## src/rtl/cu_sequencer.sv

```systemverilog
// cu_sequencer: microcode sequencer for the CPU control unit.
// Owns the micro-PC that addresses the external combinational microcode ROM
// and interprets each word's advance field (bits 31:30) to choose the next
// microstep. It also handles opcode dispatch, conditional early termination,
// bus-wait stalls and the HALT state. The ROM word is passed through to the
// field mapper, except that write enables are masked off while stalled.

module cu_sequencer #(
  parameter int UPC_W      = 10,
  parameter int FETCH_ADDR = 0
) (
  input  logic             clock,
  input  logic             reset,
  output logic [UPC_W-1:0] upc,
  input  logic [64:0]      rom_word,
  input  logic [UPC_W-1:0] entry_addr,
  input  logic             cond_true,
  input  logic             mem_wait,
  input  logic             halt_req,
  input  logic             wake,
  output logic [64:0]      control_signals,
  output logic             instr_done
);

  typedef enum logic [1:0] {
    INIT = 2'd0,
    RUN  = 2'd1,
    HALT = 2'd2
  } state_t;

  typedef enum logic [1:0] {
    ADV_NEXT     = 2'b00,
    ADV_DISPATCH = 2'b01,
    ADV_COND     = 2'b10,
    ADV_END      = 2'b11
  } adv_t;

  localparam logic [UPC_W-1:0] FetchAddr = UPC_W'(FETCH_ADDR);

  // Idle word: everything inactive except the active-low bus strobes
  // db_nwrite (bit 4) and db_nread (bit 32), which are held deasserted.
  localparam logic [64:0] NopWord = (65'd1 << 4) | (65'd1 << 32);

  // Every write-enable field of the control word. These are cleared during a
  // bus stall so the frozen step cannot commit a write more than once.
  // Bus selects and strobes are not included, so the access stays asserted.
  localparam logic [64:0] WriteEnableMask =
      (65'd1 << 21) | (65'd1 << 28) | (65'd1 << 29) | (65'd1 << 39) |
      (65'd1 << 40) | (65'd1 << 41) | (65'd1 << 42) | (65'd1 << 52) |
      (65'd1 << 55) | (65'd1 << 56) | (65'd1 << 62) | (65'd1 << 63) |
      (65'd1 << 64);

  state_t           state_q, state_d;
  logic [UPC_W-1:0] upc_q, upc_d;
  adv_t             adv;
  logic             stepEnds;

  // The current step ends its instruction if it is an explicit end, or a
  // conditional step whose condition failed.
  assign adv      = adv_t'(rom_word[31:30]);
  assign stepEnds = (adv == ADV_END) || ((adv == ADV_COND) && !cond_true);
  assign upc      = upc_q;

  // State and micro-PC registers. Reset drops straight back to the fetch
  // routine, abandoning any instruction or stall that is in progress.
  always_ff @(posedge clock or posedge reset) begin
    if (reset) begin
      state_q <= INIT;
      upc_q   <= FetchAddr;
    end else begin
      state_q <= state_d;
      upc_q   <= upc_d;
    end
  end

  // Next-state and next-uPC selection. A stalled RUN cycle holds everything.
  always_comb begin
    state_d = state_q;
    upc_d   = upc_q;
    case (state_q)
      INIT: begin
        state_d = RUN;
        upc_d   = FetchAddr;
      end
      RUN: begin
        if (!mem_wait) begin
          case (adv)
            ADV_NEXT:     upc_d = upc_q + UPC_W'(1);
            ADV_DISPATCH: upc_d = entry_addr;
            ADV_COND:     upc_d = cond_true ? (upc_q + UPC_W'(1)) : FetchAddr;
            ADV_END:      upc_d = FetchAddr;
            default:      upc_d = upc_q;
          endcase
          if (stepEnds && halt_req) begin
            state_d = HALT;
          end
        end
      end
      HALT: begin
        upc_d = FetchAddr;
        if (wake) begin
          state_d = RUN;
        end
      end
      default: begin
        state_d = INIT;
        upc_d   = FetchAddr;
      end
    endcase
  end

  // Control word and end-of-instruction pulse. Outside RUN the NOP word is
  // driven; while stalled the write enables are masked and no pulse is given.
  always_comb begin
    control_signals = NopWord;
    instr_done      = 1'b0;
    if (state_q == RUN) begin
      if (mem_wait) begin
        control_signals = rom_word & ~WriteEnableMask;
      end else begin
        control_signals = rom_word;
        instr_done      = stepEnds;
      end
    end
  end

endmodule

```

## config.mk

```make
export PLATFORM = sky130hd
export DESIGN_NAME = cu_sequencer
export DESIGN_NICKNAME = d
export VERILOG_FILES = /design/src/rtl/cu_sequencer.sv
export SDC_FILE = /design/constraint.sdc
export NUM_CORES = 1
export LEC_CHECK = 0
export CAP_MARGIN = 20
export CORE_MARGIN = 2
export CORE_UTILIZATION = 24
export CTS_CLUSTER_DIAMETER = 100
export DETAILED_ROUTE_END_ITERATION = 16
export GPL_ROUTABILITY_DRIVEN = 0
export GPL_TIMING_DRIVEN = 1
export PLACE_DENSITY_LB_ADDON = 0.3
export SYNTH_ARGS = -nofsm -noshare
export SYNTH_HDL_FRONTEND = slang
export SYNTH_SLANG_ARGS = --single-unit
```

## constraint.sdc

```tcl
create_clock -name clock -period 1.6 [get_ports clock]
set_input_delay 0.48 -clock clock [delete_from_list [all_inputs] [get_ports clock]]
set_output_delay 0.48 -clock clock [all_outputs]
set_load 0.02 [all_outputs]
```

==> impl.org, run 1 <==
** Outcome
- The run finished, with violations left.
- Violated checks :: setup timing

** Cells and area
- The finished layout holds 429 standard cells, fillers aside.
- Synthesis-to-finish area growth :: 176%
- After filler insertion, the fill cell instance count of the layout stands at 409.
- 0 antenna diodes ended up in the layout.
- Of the cells placed in the final design, the portion with a size suffix greater than 1 is 0.521.
- After the last flow step, the layout net total stands at around 440.

** STA
- Setup repair after global routing missed its margin :: yes
- The smallest clock period supported by the final layout is computed as 1870 ps.
- Setup violations remaining at the end of the flow were counted as 66.
- In the finished design, the share of the clock period the worst path needs comes to 1.17.
- Hold Slack :: 574 ps
- Transition time of the tightest slew-check pin :: 531 ps
- Highest attainable clock frequency :: around 530 MHz
- Final hold violations :: 0
- In the post-route analysis, the smallest setup slack over all paths is -270 ps.
- Across the routed clock network, the largest skew measured is around 3.4 ps.
- The final max-slew violation count came to 0.
- Measured against its own limit, the worst slew margin works out to 0.646.

** Detailed routing
- The count of nets left with antenna violations once routing finished came out at 0.
- Routed wire length on met3 :: 433 um
- Detail Route met2 WL :: around 3200 um
- After detailed routing, the total wire length is 6270 um.
- Vias per cell :: approximately 4.6
- Post-detailed-route DRC marker count :: 0
- Count of vias placed by the detailed router :: around 2000
- Count of TritonRoute iterations in the first routing pass :: 4
- Highest routed metal layer :: met4
- Post-DR wirelength/cell :: 14.6 um
- The detailed router finished its first iteration with 64 violations.
- WL met1 :: about 2600 um

** Clocking
- Number of clock sinks :: 12
- TritonCTS built the clock tree.
- CTS Root Buffer Type :: sky130_fd_sc_hd__clkbuf_8
- The clock passes through at most 2 buffers.
- In this run the number of H-tree levels came out at 1.
- Clock-pin slew of the registers on the worst-case setup and hold paths :: 60 ps
- The number of clock buffers added by TritonCTS is 3.
- Number of buffers added to fix hold violations after cts :: 0
- Insertion delay of the later-clocked pin in the worst-skew pair :: 240 ps

** Power
- Internal power contribution :: about 1.3 mW
- Proportion of power drawn by combinational gates :: 0.657
- Summed over all nets, the switching power comes to 740 uW.
- Of the total power, the share spent switching nets is 0.355.
- Relative contribution of the clock network to total power :: 0.165
- Peak ir drop on the vdd network :: 636 uV
- Dividing total power by cell area gives a power density of 596 nW/um^2.
- After layout, the design draws a total of between 2 and 2.5 mW.
- Share of total power in sequential cells :: 0.178
- Leakage power of the design :: ~1.6 nW

** Floorplanning
- Core Footprint :: 5110 sq um
- Top-level I/O count :: approximately 160
- Number of core rows :: 26
- Die Y :: roughly 77 um
- The initial utilization of the core area, before any placement, comes to 0.248.
- Width of the die :: about 77 um
- Area of the die :: 5880 sq um

** Critical path
- Cell type of the slowest stage on the worst timing path :: sky130_fd_sc_hd__dfrtp_1
- Setup slack on the worst flop-to-flop path :: roughly 110 ps
- The startpoint identified for the worst register-to-register timing path is upc[4].
- Number of gates on the worst path with buffers counted :: 6
- Of all nets on the critical path, the largest fanout is 4.
- Crit path kind :: reg2out
- The most critical setup path has its startpoint at state_q[1].
- In this run the worst setup path terminates at control_signals[30].
- Worst Setup End Kind :: primary output
- Cell Chain, Critical Path :: nor2b_4, buf_12, buf_6, buf_6, and2_4, buf_6
- Crit path top cell by count :: sky130_fd_sc_hd__buf_6
- STA puts the critical path data arrival time at 1390 ps.
- R2r endpoint :: upc[8]
- Req. time, crit path :: 1120 ps
- Counting both buffers and inverters, the worst setup path holds a total of 4.
- Largest stage delay on the critical path :: 420 ps
- Launching element type of the critical path :: register
- Family with the most delay on the worst path :: buffers and inverters
- For the worst flop-to-flop path, the logic depth is 4.

** Global route
- The initial antenna violation count is 0.
- The first global-routing pass estimated about 10000 um of wire.
- Overflow left after global routing :: 0
- Entering global routing, the biggest net connects 21 pins.
- In the global route stage, overall resource usage came out at 0.208.
- Via count of the first global-routing pass :: 1945

** Synthesis
- Among all flip-flop cells after synthesis, the most frequent one is sky130_fd_sc_hd__dfrtp_1.
- When the netlist entered floorplanning its net count stood at 252.
- Yosys printed 0 warnings.
- Part of the Yosys area used for sequential elements :: 0.237
- Unique masters post-synth :: 37
- Synthesis-stage register bit count :: 12
- The synthesized design contains 0 enable-type register cells.
- Synthesis handed over a netlist of 170 instances.
- Avg Synthesized Cell Area :: between 7 and 8 sq um
- Async set-reset flop share out of synthesis :: 1.00
- The cell area that synthesis handed to floorplanning was 1270 sq um.

** Job
- The tool flagged a number of max-cap violations equal to 0.

** Placement
- After detailed placement, the design holds a cell count of roughly 420.
- DPL Wire Length :: around 4800 um
- Place WS :: -916 ps
- The count of buffers added on input and output ports is about 160.

** Worst hold path
- Type of the worst min-delay path :: in2async
cells in the final DEF (no fill, tap or decap), drive strengths merged, types with 2 or more instances in the layout:
cell type	count
nor2b	5
inv	3
a311oi	2
o22ai	3
buf	106
nor2	6
or4b	2
dlygate4sd2	12
nor3b	4
o21ai	4
a21oi	10
dfrtp	12
nand2	8
nand2b	7
nor4	2
nand3	5
clkdlybuf4s50	76
clkbuf	6
nor3	4
and3	2
and2	64
o2bb2ai	2
a31oi	2
cell type report:
cell class	instances	area, sq um	area share
inverter	3	11.3	0.00321
tap	70	87.6	0.0250
multi-input combinational	144	1080	0.309
timing repair buffer	196	1970	0.561
clock buffer	4	55.1	0.0157
sequential	12	303	0.0864
routing by layer:
metal,track usage,vias up
met1,0.257,904
met3,0.0412,4
met2,0.382,96
met5,0,-
met4,0.0255,0
li1,-,957
worst min-delay path by stage:
stage / to / slack [ps] / depth (start not counted)
floorplan: state_q[0] / 340 / 1
global placement: upc[3] / 580 / 2
detailed placement: upc[3] / 580 / 2
CTS: upc[5] / 590 / 2
global route: upc[2] / 630 / 2
finish: upc[5] / 570 / 2
state kept, by name (all words and copies together), names as in the netlist:
signal	count
upc	10
state_q	2
cell usage after synthesis, drive strengths merged (2+ instances only):
master   instances  area (sq um)
a21oi           10          50.1
a311oi           2          17.5
a31oi            2          12.5
and2            64           400
and3             2          17.5
buf              2          16.3
clkbuf           9          33.8
dfrtp           12           300
inv              3          11.3
nand2            8          30.0
nand2b           7          43.8
nand3            5          25.0
nor2             6          30.0
nor2b            5          38.8
nor3             4          20.0
nor3b            4          30.0
nor4             2          12.5
o21ai            4          20.0
o22ai            3          18.8
o2bb2ai          2          17.5
or4b             2          20.0
repair_timing:
item | in CTS | in global routing
buffers inserted | 5 | 3
cloned | 3 | 0
gates resized for setup | 440 | 28
pin swaps | 13 | 7
setup endpoints to repair | 85 | 69
cell families (layout without fill, tap and decap cells):
| group | after synthesis | after routing | synth area share |
|---|---|---|---|
| flip-flops | 12 | 12 | 0.237 |
| AND/OR/NAND/NOR | 113 | 113 | 0.551 |
| AO/OA/AOI/OAI | 29 | 29 | 0.146 |
| multiplexers | 1 | 1 | 0.00789 |
| adder cells (fa/ha/maj) | 1 | 1 | 0.00986 |
| buffers and inverters | 14 | 203 | 0.0483 |
power groups by stage:
stage	sequential [mW]	clock (mW)	combinational, mW
6_report	0.371	0.345	1.37
5_1_grt	0.376	0.376	1.45
4_1_cts	0.371	0.357	1.34
3_5_place_dp	0.376	0	1.19
3_3_place_gp	0.376	0	1.18
2_1_floorplan	0.424	0	0.471
through the flow:
step	cell area, sq um	TNS (ps)	utilization
after floorplan	1340	0	-
after global placement	3150	-43020	0.618
after detailed placement	3150	-44000	0.618
after CTS	3420	-15360	0.671
after global routing	3500	-18500	0.686
final	3500	-14510	0.686
Power figures use the tool's default switching activity.
==> inputs of run 2 (changes only) <==
--- a/config.mk
+++ b/config.mk
@@ -12,7 +12,7 @@
 export DETAILED_ROUTE_END_ITERATION = 16
 export GPL_ROUTABILITY_DRIVEN = 0
 export GPL_TIMING_DRIVEN = 1
-export PLACE_DENSITY_LB_ADDON = 0.3
+export PLACE_DENSITY = 0.84
 export SYNTH_ARGS = -nofsm -noshare
 export SYNTH_HDL_FRONTEND = slang
 export SYNTH_SLANG_ARGS = --single-unit
==> impl.org, run 2 (synthesized netlist as in run 1, its figures left out) <==
** Critical path
- STA classifies the critical path endpoint as a primary output.
- Launching element type of the critical path :: register
- Worst Path Max Fanout :: 14
- Crit path DAT :: 1410 ps
- Crit path kind :: reg2out
- For this run, the slowest stage of the critical path takes 420 ps.
- Req. time, crit path :: 1120 ps
- Crit path top cell by count :: sky130_fd_sc_hd__buf_6
- Depth of the worst register-to-register path :: 4
- Cell type of the slowest stage on the worst timing path :: sky130_fd_sc_hd__dfrtp_1
- The critical path goes through nor2b_4, buf_6, buf_16, and2_2, buf_6.

** Global route
- Wire length of the first global-routing pass :: 10900 um
- Overall Global Routing Usage :: 0.228
- Entering global routing, the biggest net connects 18 pins.
- The via count of the first global-routing pass was 2141.
- Overflow left after global routing :: 0
- The initial antenna violation count is 0.

** Clocking
- TritonCTS buffer count :: 3
- Insertion delay of the later-clocked pin in the worst-skew pair :: 250 ps
- CTS Buffer Depth :: 2
- CTS Root Buffer Type :: sky130_fd_sc_hd__clkbuf_8
- CTS built an H-tree with a depth of 1.
- Buffers inserted to repair hold after CTS numbered 0.
- TritonCTS built the clock tree.
- Number of clock sinks :: 12
- Clock-pin slew of the registers on the worst-case setup and hold paths :: 60 ps

** Cells and area
- Post-route core utilization :: 0.715
- The register with the most flip-flops in the layout has 10 of them.
- The area growth from synthesis to layout is 188%.
- Inserted Diodes :: 0
- In the final layout, the share of cells above drive strength 1 is 0.537.
- The library cells used most frequently in the layout, excluding fill and tap cells, are sky130_fd_sc_hd__clkdlybuf4s50_1 (76), sky130_fd_sc_hd__buf_6 (66), sky130_fd_sc_hd__and2_4 (44).
- Total number of nets in the final design :: 450
- Most frequent standard cell in the layout excluding fill and tap cells :: sky130_fd_sc_hd__clkdlybuf4s50_1

** Floorplanning
- The die covers 5880 sq um.
- The floorplan step set the die width to 76.7 um.
- For this configuration, the core starts out at a cell density of 0.248.
- 157 I/O pins were placed.
- Core Footprint :: 5110 sq um
- Number of core rows :: 26
- Die Y :: 76.7 um

** Detailed routing
- After detailed routing, the average wire length per cell comes to 16.9 um.
- The detail route stage leaves a number of antenna-violating nets equal to 0.
- The routed layout has 2103 vias.
- The first routing iteration left 45 violations.
- After detailed routing, the total wire length is roughly 7400 um.
- Vias per cell :: 4.81
- Count of TritonRoute iterations in the first routing pass :: 4
- Post-detailed-route DRC marker count :: 0

** Placement
- Detailed placement ended at an HPWL of 4970 um.
- Number of port buffers :: 156

** Power
- Power comes to between 2 and 2.5 mW.
- In this run the power density over the cells is 600 nW/um^2.
- VDD sags by at most 467 uV.
- Leakage power of the design :: about 1.7 nW

** STA
- Setup violations remaining at the end of the flow were counted as 67.
- Setup repair after global routing could not meet its margin everywhere.
- Highest attainable clock frequency :: 530 MHz
- Setup TNS :: -16000 ps
- Clock skew on the completed layout was measured at 6.49 ps.
- Min Tclk post-route :: 1890 ps
- Headroom to the max-slew limit :: 0.656
- Across all setup checks in the final design, the least slack found is -289 ps.
- Hold Slack :: 575 ps
- For the pin with the worst max-slew slack, the measured transition is ~520 ps.
- Final Max Tran Viols :: 0
- The hold violation count in the final report was 0.
- Share of the clock period used by the worst path after layout :: 1.18

** Worst hold path
- In this run the worst hold path is classified as in2async.

** Outcome
- Outcome :: finished, violations left
- The checks that failed: setup timing.

** Job
- Across the run, the number of max-cap violations was 0.
## run 2: layer usage
layer  wire (um)  track usage  part of all wire
met1        2780        0.267              0.38
met2        3980        0.418              0.54
met3         498       0.0529             0.068
met4         113       0.0527             0.015
met5           0            0                 0
## run 2: timing repair
action                                  in CTS  in global routing
resized for setup                          429                 50
cloned                                       5                  2
endpoints found under the setup margin      86                 71
pin swaps                                   23                 20
setup buffers                                9                  5
## run 2: worst paths after layout
kind                                  endpoint       start  slack, ps
max                        control_signals[15]  state_q[1]       -290
min                                     upc[5]       reset        580
max reg2reg                             upc[8]      upc[5]        100
min reg2reg                             upc[9]      upc[9]        610
max in group asynchronous               upc[2]       reset        650
min in group clock                      upc[9]      upc[9]        610
## run 2: cell type report
type	count	area, sq um
Multi-Input combinational cell	144	1110
Sequential cell	12	305
Clock buffer	4	55.1
Timing Repair Buffer	204	2080
Tap cell	70	87.6
Fill cell	388	1460
Inverter	3	11.3
## run 2: worst max-delay path, delay by kind of cell (launching register included)
| kind | cells | cell delay [ps] |
|---|---|---|
| and+or+nand+nor | 2 | 310 |
| DFF | 1 | 420 |
| buffers and inverters | 3 | 420 |
## run 2: metrics by stage
stage	area, sq um	std cells	setup WS, ps
2_1_floorplan	1340	170	6.50
3_5_place_dp	3160	414	-916
6_report	3650	437	-289
4_1_cts	3470	431	-273
3_3_place_gp	3160	414	-888
5_1_grt	3650	437	-350
## run 2: power by group
part / switching, mW / internal [mW]
Combinational: 0.618 / 0.854
Clock: 0.118 / 0.218
Sequential: 0.0441 / 0.341
==> inputs of run 3 (changes only) <==
--- a/config.mk
+++ b/config.mk
@@ -13,6 +13,8 @@
 export GPL_ROUTABILITY_DRIVEN = 0
 export GPL_TIMING_DRIVEN = 1
 export PLACE_DENSITY = 0.84
+export REMOVE_ABC_BUFFERS = 1
+export SLEW_MARGIN = 0
 export SYNTH_ARGS = -nofsm -noshare
 export SYNTH_HDL_FRONTEND = slang
 export SYNTH_SLANG_ARGS = --single-unit
==> impl.org, run 3 (synthesized netlist as in run 1, its figures left out) <==
** Outcome
- The flow ran to the end, but the final reports show violations.
- Violated checks :: setup timing

** Critical path
- At the worst endpoint, the required time is 1120 ps.
- R2r endpoint :: upc[8]
- The worst setup path is launched from a register.
- For the worst setup path, the data arrival time is 1380 ps.
- The worst setup path is captured at a primary output.
- Reg2Reg Launch Point :: upc[2]
- In this run the worst path has a maximum fanout of 11.
- Setup slack on the worst flop-to-flop path :: roughly 70 ps
- The critical path is of the reg2out type.
- The number of cells on the worst reg-to-reg path is 4.

** Cells and area
- Synthesis-to-finish area growth :: 186%
- Counting the fill cells in the layout gives 399.
- Leading cell types in the layout, fill and taps excluded :: sky130_fd_sc_hd__clkdlybuf4s50_1 (76), sky130_fd_sc_hd__buf_6 (72), sky130_fd_sc_hd__and2_4 (57)
- Area of all sequential standard cells :: 300 sq um
- Inserted Diodes :: 0
- The net count of the finished layout is 445.
- The library cell used most frequently in the layout, excluding fill and tap cells, is sky130_fd_sc_hd__clkdlybuf4s50_1.
- The register with the most flip-flops in the layout has 10 of them.
- In the final layout, the share of cells above drive strength 1 is 0.522.
- Summing all multi-input logic gate instances after layout gives 1130 sq um.
- After routing the design area is 3620 sq um.

** Detailed routing
- For this run, the detailed router's first-pass iteration total came to 4.
- The routed layout has between 2000 and 2500 vias.
- Routed Antenna Nets :: 0
- After the first detailed-routing iteration, the DRC count stood at a little under 90.
- Post-detailed-route DRC marker count :: 0
- In the routed layout, each cell is associated on average with a via count of between 4 and 5.
- Dividing the detail-routed wire length by the instance count gives 16.5 um.
- Wires add up to 7120 um.

** Clocking
- TritonCTS buffer count :: 3
- Number of buffers added to fix hold violations after cts :: 0
- TritonCTS clock tree :: done
- Clock-pin slew of the registers on the worst-case setup and hold paths :: 60 ps
- Counting along the longest clock path gives a buffer depth of 2.
- Number of clock sinks :: 12
- Level count of the clock H-tree :: 1
- For the worst-skew pair, the clock arrives at the later sink with an insertion delay of 250 ps.
- The tree is rooted in a sky130_fd_sc_hd__clkbuf_8.

** Global route
- Antenna violations before repair :: 0
- Across every metal layer, demand over resource in global routing totals 0.225.
- The first global-routing pass estimated 10800 um of wire.
- Global routing usage on met3 :: 0.0435
- Met2 track demand over resource in global routing :: 0.436
- Most crowded layer after global routing :: met2
- After global routing the overflow that remains totals 0.
- Pin count of the biggest net entering global routing :: 22
- The via count of the first global-routing pass was 2193.
- In the global route stage, met1 resource usage came out at 0.236.

** STA
- # setup viols final :: 66
- Final Max Tran Viols :: 0
- Setup repair after global routing missed its margin :: yes
- Min Tclk post-route :: 1860 ps
- Transition time of the tightest slew-check pin :: approximately 480 ps
- Setup WS post-layout :: -262 ps
- The hold violation count in the final report came to 0.
- Setup TNS :: -15020 ps
- Clock skew on the completed layout was measured at 0.689 ps.
- Measured against its own limit, the worst slew margin works out to 0.681.
- Of the available clock period, the critical path in the final layout requires 1.16.
- Highest attainable clock frequency :: 537 MHz
- Hold Slack :: 551 ps

** Power
- Power density of the placed cells :: approximately 610 nW/um^2
- Final total power :: approximately 2.2 mW
- Of the total power, combinational logic draws 0.675.
- Net Switching :: 790 uW
- Leakage power of the design :: approximately 1.7 nW
- Peak ir drop on the vdd network :: 289 uV
- Switching Share :: 0.357
- Internal power contribution :: 1.42 mW
- Relative contribution of the clock network to total power :: 0.156
- The share of total power dissipated in sequential elements is 0.168.

** Floorplanning
- Starting density of the core :: 0.248
- The die is 76.7 um wide.
- The core region is 5110 sq um.
- The die covers 5880 sq um.
- The die is 76.7 um tall.
- Top-level I/O count :: 157
- Number of core rows :: 26

** Placement
- Before CTS, the worst setup slack after placement is -962 ps.
- DPL Wire Length :: 4830 um
- Instance area at placement :: 3080 sq um
- Number of port buffers :: 156

** Job
- The tool flagged a number of max-cap violations equal to 0.

** Worst hold path
- The tightest min-delay check is of the in2async type.
==> run 3: power by group through the flow <==
stage	clock, mW	combinational, mW	sequential [mW]
after floorplan	0	0.421	0.421
after global placement	0	1.16	0.374
after detailed placement	0	1.18	0.375
after CTS	0.351	1.40	0.370
after global routing	0.363	1.57	0.379
final	0.346	1.50	0.373
==> run 3: worst max-delay path by stage <==
stage                           from                  end  slack, ps  depth (start not counted)
after global routing      state_q[1]  control_signals[47]       -330                          5
after CTS                 state_q[1]   control_signals[6]       -250                          5
after floorplan           state_q[1]           instr_done      -1220                          3
final                     state_q[1]  control_signals[47]       -260                          5
after global placement      mem_wait  control_signals[21]       -920                          5
after detailed placement    mem_wait  control_signals[40]       -960                          5
==> run 3: critical path, stage by stage, from the launching register on <==
cell	delay [ps]
sky130_fd_sc_hd__dfrtp_1	420
sky130_fd_sc_hd__nor2b_4	160
sky130_fd_sc_hd__buf_12	150
sky130_fd_sc_hd__buf_12	130
sky130_fd_sc_hd__and2_1	150
sky130_fd_sc_hd__buf_6	120
==> run 3: per-layer routing <==
| layer | part of all wire | vias up |
|---|---|---|
| met5 | 0 | - |
| met4 | 0.027 | 0 |
| met3 | 0.046 | 17 |
| met2 | 0.55 | 83 |
| met1 | 0.38 | 961 |
| li1 | - | 969 |
==> run 3: metrics by stage <==
stage,cells,util
2_1_floorplan,159,-
3_3_place_gp,411,0.603
3_5_place_dp,411,0.603
4_1_cts,428,0.683
5_1_grt,432,0.710
6_report,432,0.710
==> run 3: timing repair <==
item                       in CTS  in global routing
setup buffers                   9                  2
gates cloned                    4                  2
pin swaps                      15                 12
gates resized for setup       464                 35
setup endpoints to repair      87                 72
==> run 3: cell type report <==
type                       count  area share
sequential                    12      0.0828
timing repair buffer         199       0.563
tap                           70      0.0242
inverter                       3     0.00311
multi-input combinational    144       0.312
clock buffer                   4      0.0152
==> RTL change 1: new RTL, flow settings as in run 3 <==
Reset style: synchronous (`reset`), changed in one clocked block.
--- a/src/rtl/cu_sequencer.sv
+++ b/src/rtl/cu_sequencer.sv
@@ -63,7 +63,7 @@
 
   // State and micro-PC registers. Reset drops straight back to the fetch
   // routine, abandoning any instruction or stall that is in progress.
-  always_ff @(posedge clock or posedge reset) begin
+  always_ff @(posedge clock) begin
     if (reset) begin
       state_q <= INIT;
       upc_q   <= FetchAddr;
Check against the original RTL: differs if reset is asserted again (counterexample within 4 cycles, from zero or initial values and one cycle with reset high); with reset held inactive, the same outputs for 10 cycles.
==> RTL change 1 against run 3 <==
The run still ends with negative setup slack left. Sequential cell count did not move. Non-clock buffer count fell by 15. Die area fell by 4.0%. Design area is 6.5% lower. Total power shrank 32%. Wire length fell by 3.7%. Synthesized area shrank 4.2%. Setup slack improved by 0.070 ns. Cell count fell by 5.3%. Largest power group unchanged.
==> RTL change 1: results (changes against run 3) <==
Final setup fails: 66 (unchanged)
Asr flop ratio synth: 0% (-100 points)
Largest net degree at the start of global routing: 26 (+18%)
Total Wirelength: 6.854 mm (-3.7%)
Crit path DAT: 1.31 ns (-0.07 ns)
Worst setup margin: -0.1926 ns (+0.06959 ns)
R2r setup slk: 0.19 ns (+0.12 ns)
Hpwl dp: 4.758 mm (-1.5%)
Gr usage total: 20.53% (-2.0 points)
Mux share of post-synthesis cell area: 0% (-0.79 points)
Seq/Total Area, Yosys: 19.77% (-3.9 points)
Ratio of cells with drive above 1 in the final layout: 46.78% (-5.4 points)
Starting DRT DRC Count: 44 (-50%)
Failing checks: negative setup slack
VDD IR-drop max: 401.8 uV (+39%)
Commonest cells post-synth: and2_1 (64), dfxtp_1 (12), a21oi_1 (7), clkbuf_1 (7), nor2_1 (7)
Most common flop cell mapped by yosys: dfxtp_1
Post-synthesis compound-gate area fraction: 18.54% (+3.9 points)
Status: finished with violations
Crit path max fanout: 13 (+2)
Routed via count: 1,919 (-5.5%)
Final-stage net count: 426 (-4.3%)
First-pass GRT wire length: 8.907 mm (-17%)
Rel. slew slack: 78.86% (+11 points)
Fraction of the mapped netlist area in adder cells: 1.030% (+0.044 points)
Hold Crit Class: reg -> reg
Worst hold margin: 0.5369 ns (-0.01431 ns)
## RTL change 1: routing by layer
layer | part of all wire [%] | wire, um | vias to the layer above
met5 | 0 | 0 | -
met4 | 1.8 | 126 | 0
met3 | 7.8 | 534 | 16
met2 | 54 | 3694 | 100
met1 | 36 | 2500 | 878
li1 | - | - | 925
## RTL change 1: kinds of logic (layout without fill, tap and decap cells)
logic type,Yosys count,count (layout)
AND/OR/NAND/NOR,107,107
AO/OA/AOI/OAI,30,30
buffers and inverters,17,192
flip-flops,12,12
adder cells (fa/ha/maj),1,1
## RTL change 1: power by group through the flow
stage | Sequential (mW) | Combinational (mW) | Clock (mW)
2_1_floorplan | 0.328 | 0.253 | 0
3_3_place_gp | 0.320 | 0.719 | 0
3_5_place_dp | 0.320 | 0.728 | 0
4_1_cts | 0.314 | 0.822 | 0.282
5_1_grt | 0.314 | 0.952 | 0.300
6_report | 0.313 | 0.903 | 0.279
## RTL change 1: worst paths after layout
kind	from	to	cells after the start
setup / recovery	state_q[0]	control_signals[11]	5
hold / removal	upc[0]	upc[0]	2
setup reg to reg	upc[2]	upc[5]	5
hold reg to reg	upc[0]	upc[0]	2
## RTL change 1: critical path, cell delays in order (launching register included)
cell	delay, ns
dfxtp_4	0.35
nor2b_4	0.18
buf_12	0.13
buf_12	0.12
and2_1	0.15
buf_6	0.12
## RTL change 1: layout make-up
cell class / instances / area (um2) / area share [%]
inverters: 5 / 18.77 / 0.5535
repair buffers: 184 / 1934 / 57.05
flip-flops and latches: 12 / 247.7 / 7.306
multi-input cells: 138 / 1065 / 31.40
well taps: 67 / 83.83 / 2.472
clock buffers: 3 / 41.29 / 1.218
## RTL change 1: timing repair
item / 4_1_cts / 5_1_grt
pin swaps: 15 / 15
resized for setup: 436 / 47
endpoints found under the setup margin: 84 / 67
cloned: 3 / 3
buffers inserted: 3 / 2
## RTL change 1: metrics by stage
| stage | utilization, % | power [mW] | TNS [ns] |
|---|---|---|---|
| 2_1_floorplan | - | 0.5819 | -49.68 |
| 3_3_place_gp | 61.66 | 1.040 | -41.48 |
| 3_5_place_dp | 61.66 | 1.048 | -43.13 |
| 4_1_cts | 66.70 | 1.417 | -12.17 |
| 5_1_grt | 70.39 | 1.566 | -14.29 |
| 6_report | 70.39 | 1.495 | -10.94 |
==> RTL change 2: new RTL, config.mk and constraints of run 3 <==
Without the edit above. The parameter `UPC_W` goes from 10 to 5.
--- a/src/rtl/cu_sequencer.sv
+++ b/src/rtl/cu_sequencer.sv
@@ -6,7 +6,7 @@
 // field mapper, except that write enables are masked off while stalled.
 
 module cu_sequencer #(
-  parameter int UPC_W      = 10,
+  parameter int UPC_W      = 5,
   parameter int FETCH_ADDR = 0
 ) (
   input  logic             clock,
Ports: changed (resized entry_addr and upc); port bits go from 157 to 147. No check against the original RTL was run, so the function may have changed too.
==> RTL change 2 against run 3 <==
The flow still finishes with violations (negative setup slack). Synthesized area decreased by 26%. Wire length decreased by 18%. Design area decreased by 20%. Maximum frequency increased by 0.59%. Total power decreased by 21%. Setup slack improved by 0.011 ns. Sequential cell count decreased by 5.
==> RTL change 2: results (changes against run 3) <==
Hpwl dp: 3.941 mm (-18%)
Post-synthesis compound-gate area fraction: 11.95% (-2.6 points)
Number of global-route vias before repair: 1,431 (-35%)
Multi-input gates: 103 (-28%)
Inverters: 5 (+2)
Seq/Total Area, Yosys: 18.59% (-5.1 points)
Multi-input logic area: 825.8 um2 (-27%)
Signal buf overhead: 60.91% (+4.6 points)
First-pass GRT wire length: 7.776 mm (-28%)
Psw: 0.6528 mW (-17%)
Post-route clock skew: 0.001458 ns (+0.0007698 ns)
Port Buffer Count: 146 (-6.4%)
Routed via count: 1,583 (-22%)
Placed cell areas: 2520 um2 (-18%)
Starting DRT DRC Count: 64 (-27%)
Register clock-pin slew on the reported worst setup and hold paths: 0.04 ns (-0.02 ns)
Total power: 1.744 mW (-21%)
WL met2: 3.108 mm (-20%)
Final-stage net count: 369 (-17%)
Worst-case clock buffer depth: 2 (unchanged)
Clock buffers: 3 (-1)
VDD IR-drop max: 446.9 uV (+55%)
Synth unique cells: 33 (-11%)
Setup tns final: -13.02 ns (+1.998 ns)
Clock Sinks: 7 (-5)
Met3 WL: 431 um (+31%)
Fraction of the mapped netlist area in adder cells: 1.328% (+0.34 points)
Placed insts: 323 (-21%)
Mapped Cells: 124 (-27%)
R2R Path Start: upc[0]
Top cells by area, synth: and2_1 (33%), dfrtp_1 (19%), and3_1 (8.6%)
Mux share of post-synthesis cell area: 0% (-0.79 points)
Num CTS Buffers: 3 (unchanged)
Fillcell total: 255 (-36%)
Finished layout cell area: 2897 um2 (-20%)
Buffers, non-clock: 172 (-14%)
Row count: 22 (-15%)
Leak Pwr: 1.350 nW (-20%)
Largest net degree at the start of global routing: 21 (-4.5%)
CP Launch Point: state_q[1]
Power Clock: 0.270 mW (-22%)
Clock insertion delay at the later pin of the skew report: 0.24 ns
Vias per Instance: 4.670 (-0.63%)
Max FFs per register: 5 (-5)
M1 WL: 2.172 mm (-19%)
Critical path's largest stage delay: 0.40 ns (-0.02 ns)
Status: finished with violations
Commonest cells post-synth: and2_1 (49), and3_1 (13), dfrtp_1 (7)
Placement Setup Slack: -0.8547 ns (+0.1073 ns)
Crit path max fanout: 6 (-5)
Worst-margin pin slew: 0.2884 ns (-0.1889 ns)
Final setup fails: 66 (unchanged)
GR Util met3: 4.054% (-0.30 points)
Asr flop ratio synth: 100.0% (unchanged)
Met2 Use GR: 43.13% (-0.47 points)
Part of the power in registers: 12.5% (-4.3 points)
Failing checks: negative setup slack
Per-cell routed wire length: 17.25 um (+4.7%)
Clock-cell share: 1.598% (+0.079 points)
Worst setup margin: -0.2513 ns (+0.01088 ns)
## RTL change 2: cell count changes in the layout (fill, tap and decap cells not counted), moves of 3 or more
cell             delta
nor2b_1             -3
and2_4             -26
buf_4              -10
and3_4              +9
buf_6               -5
and2_1             +12
nor2_4              -3
dfrtp_1             -5
nand2_1             -7
a21oi_1             -5
clkdlybuf4s50_1     -5
dlygate4sd2_1       -3
## RTL change 2: final timing paths
kind                       slack [ns]  depth (start not counted)                   to
setup / recovery                -0.25                          5  control_signals[17]
hold / removal                   0.47                          2           state_q[1]
setup reg to reg                 0.20                          5               upc[1]
hold reg to reg                  0.63                          2               upc[4]
max in group asynchronous        0.90                          2               upc[2]
min in group clock               0.63                          2               upc[4]
## RTL change 2: timing repair
item / 4_1_cts / 5_1_grt
gates resized for setup: 408 / 58
pin swaps: 2 / 13
endpoints found under the setup margin: 71 / 66
setup buffers: 6 / 5
cloned: 3 / 2
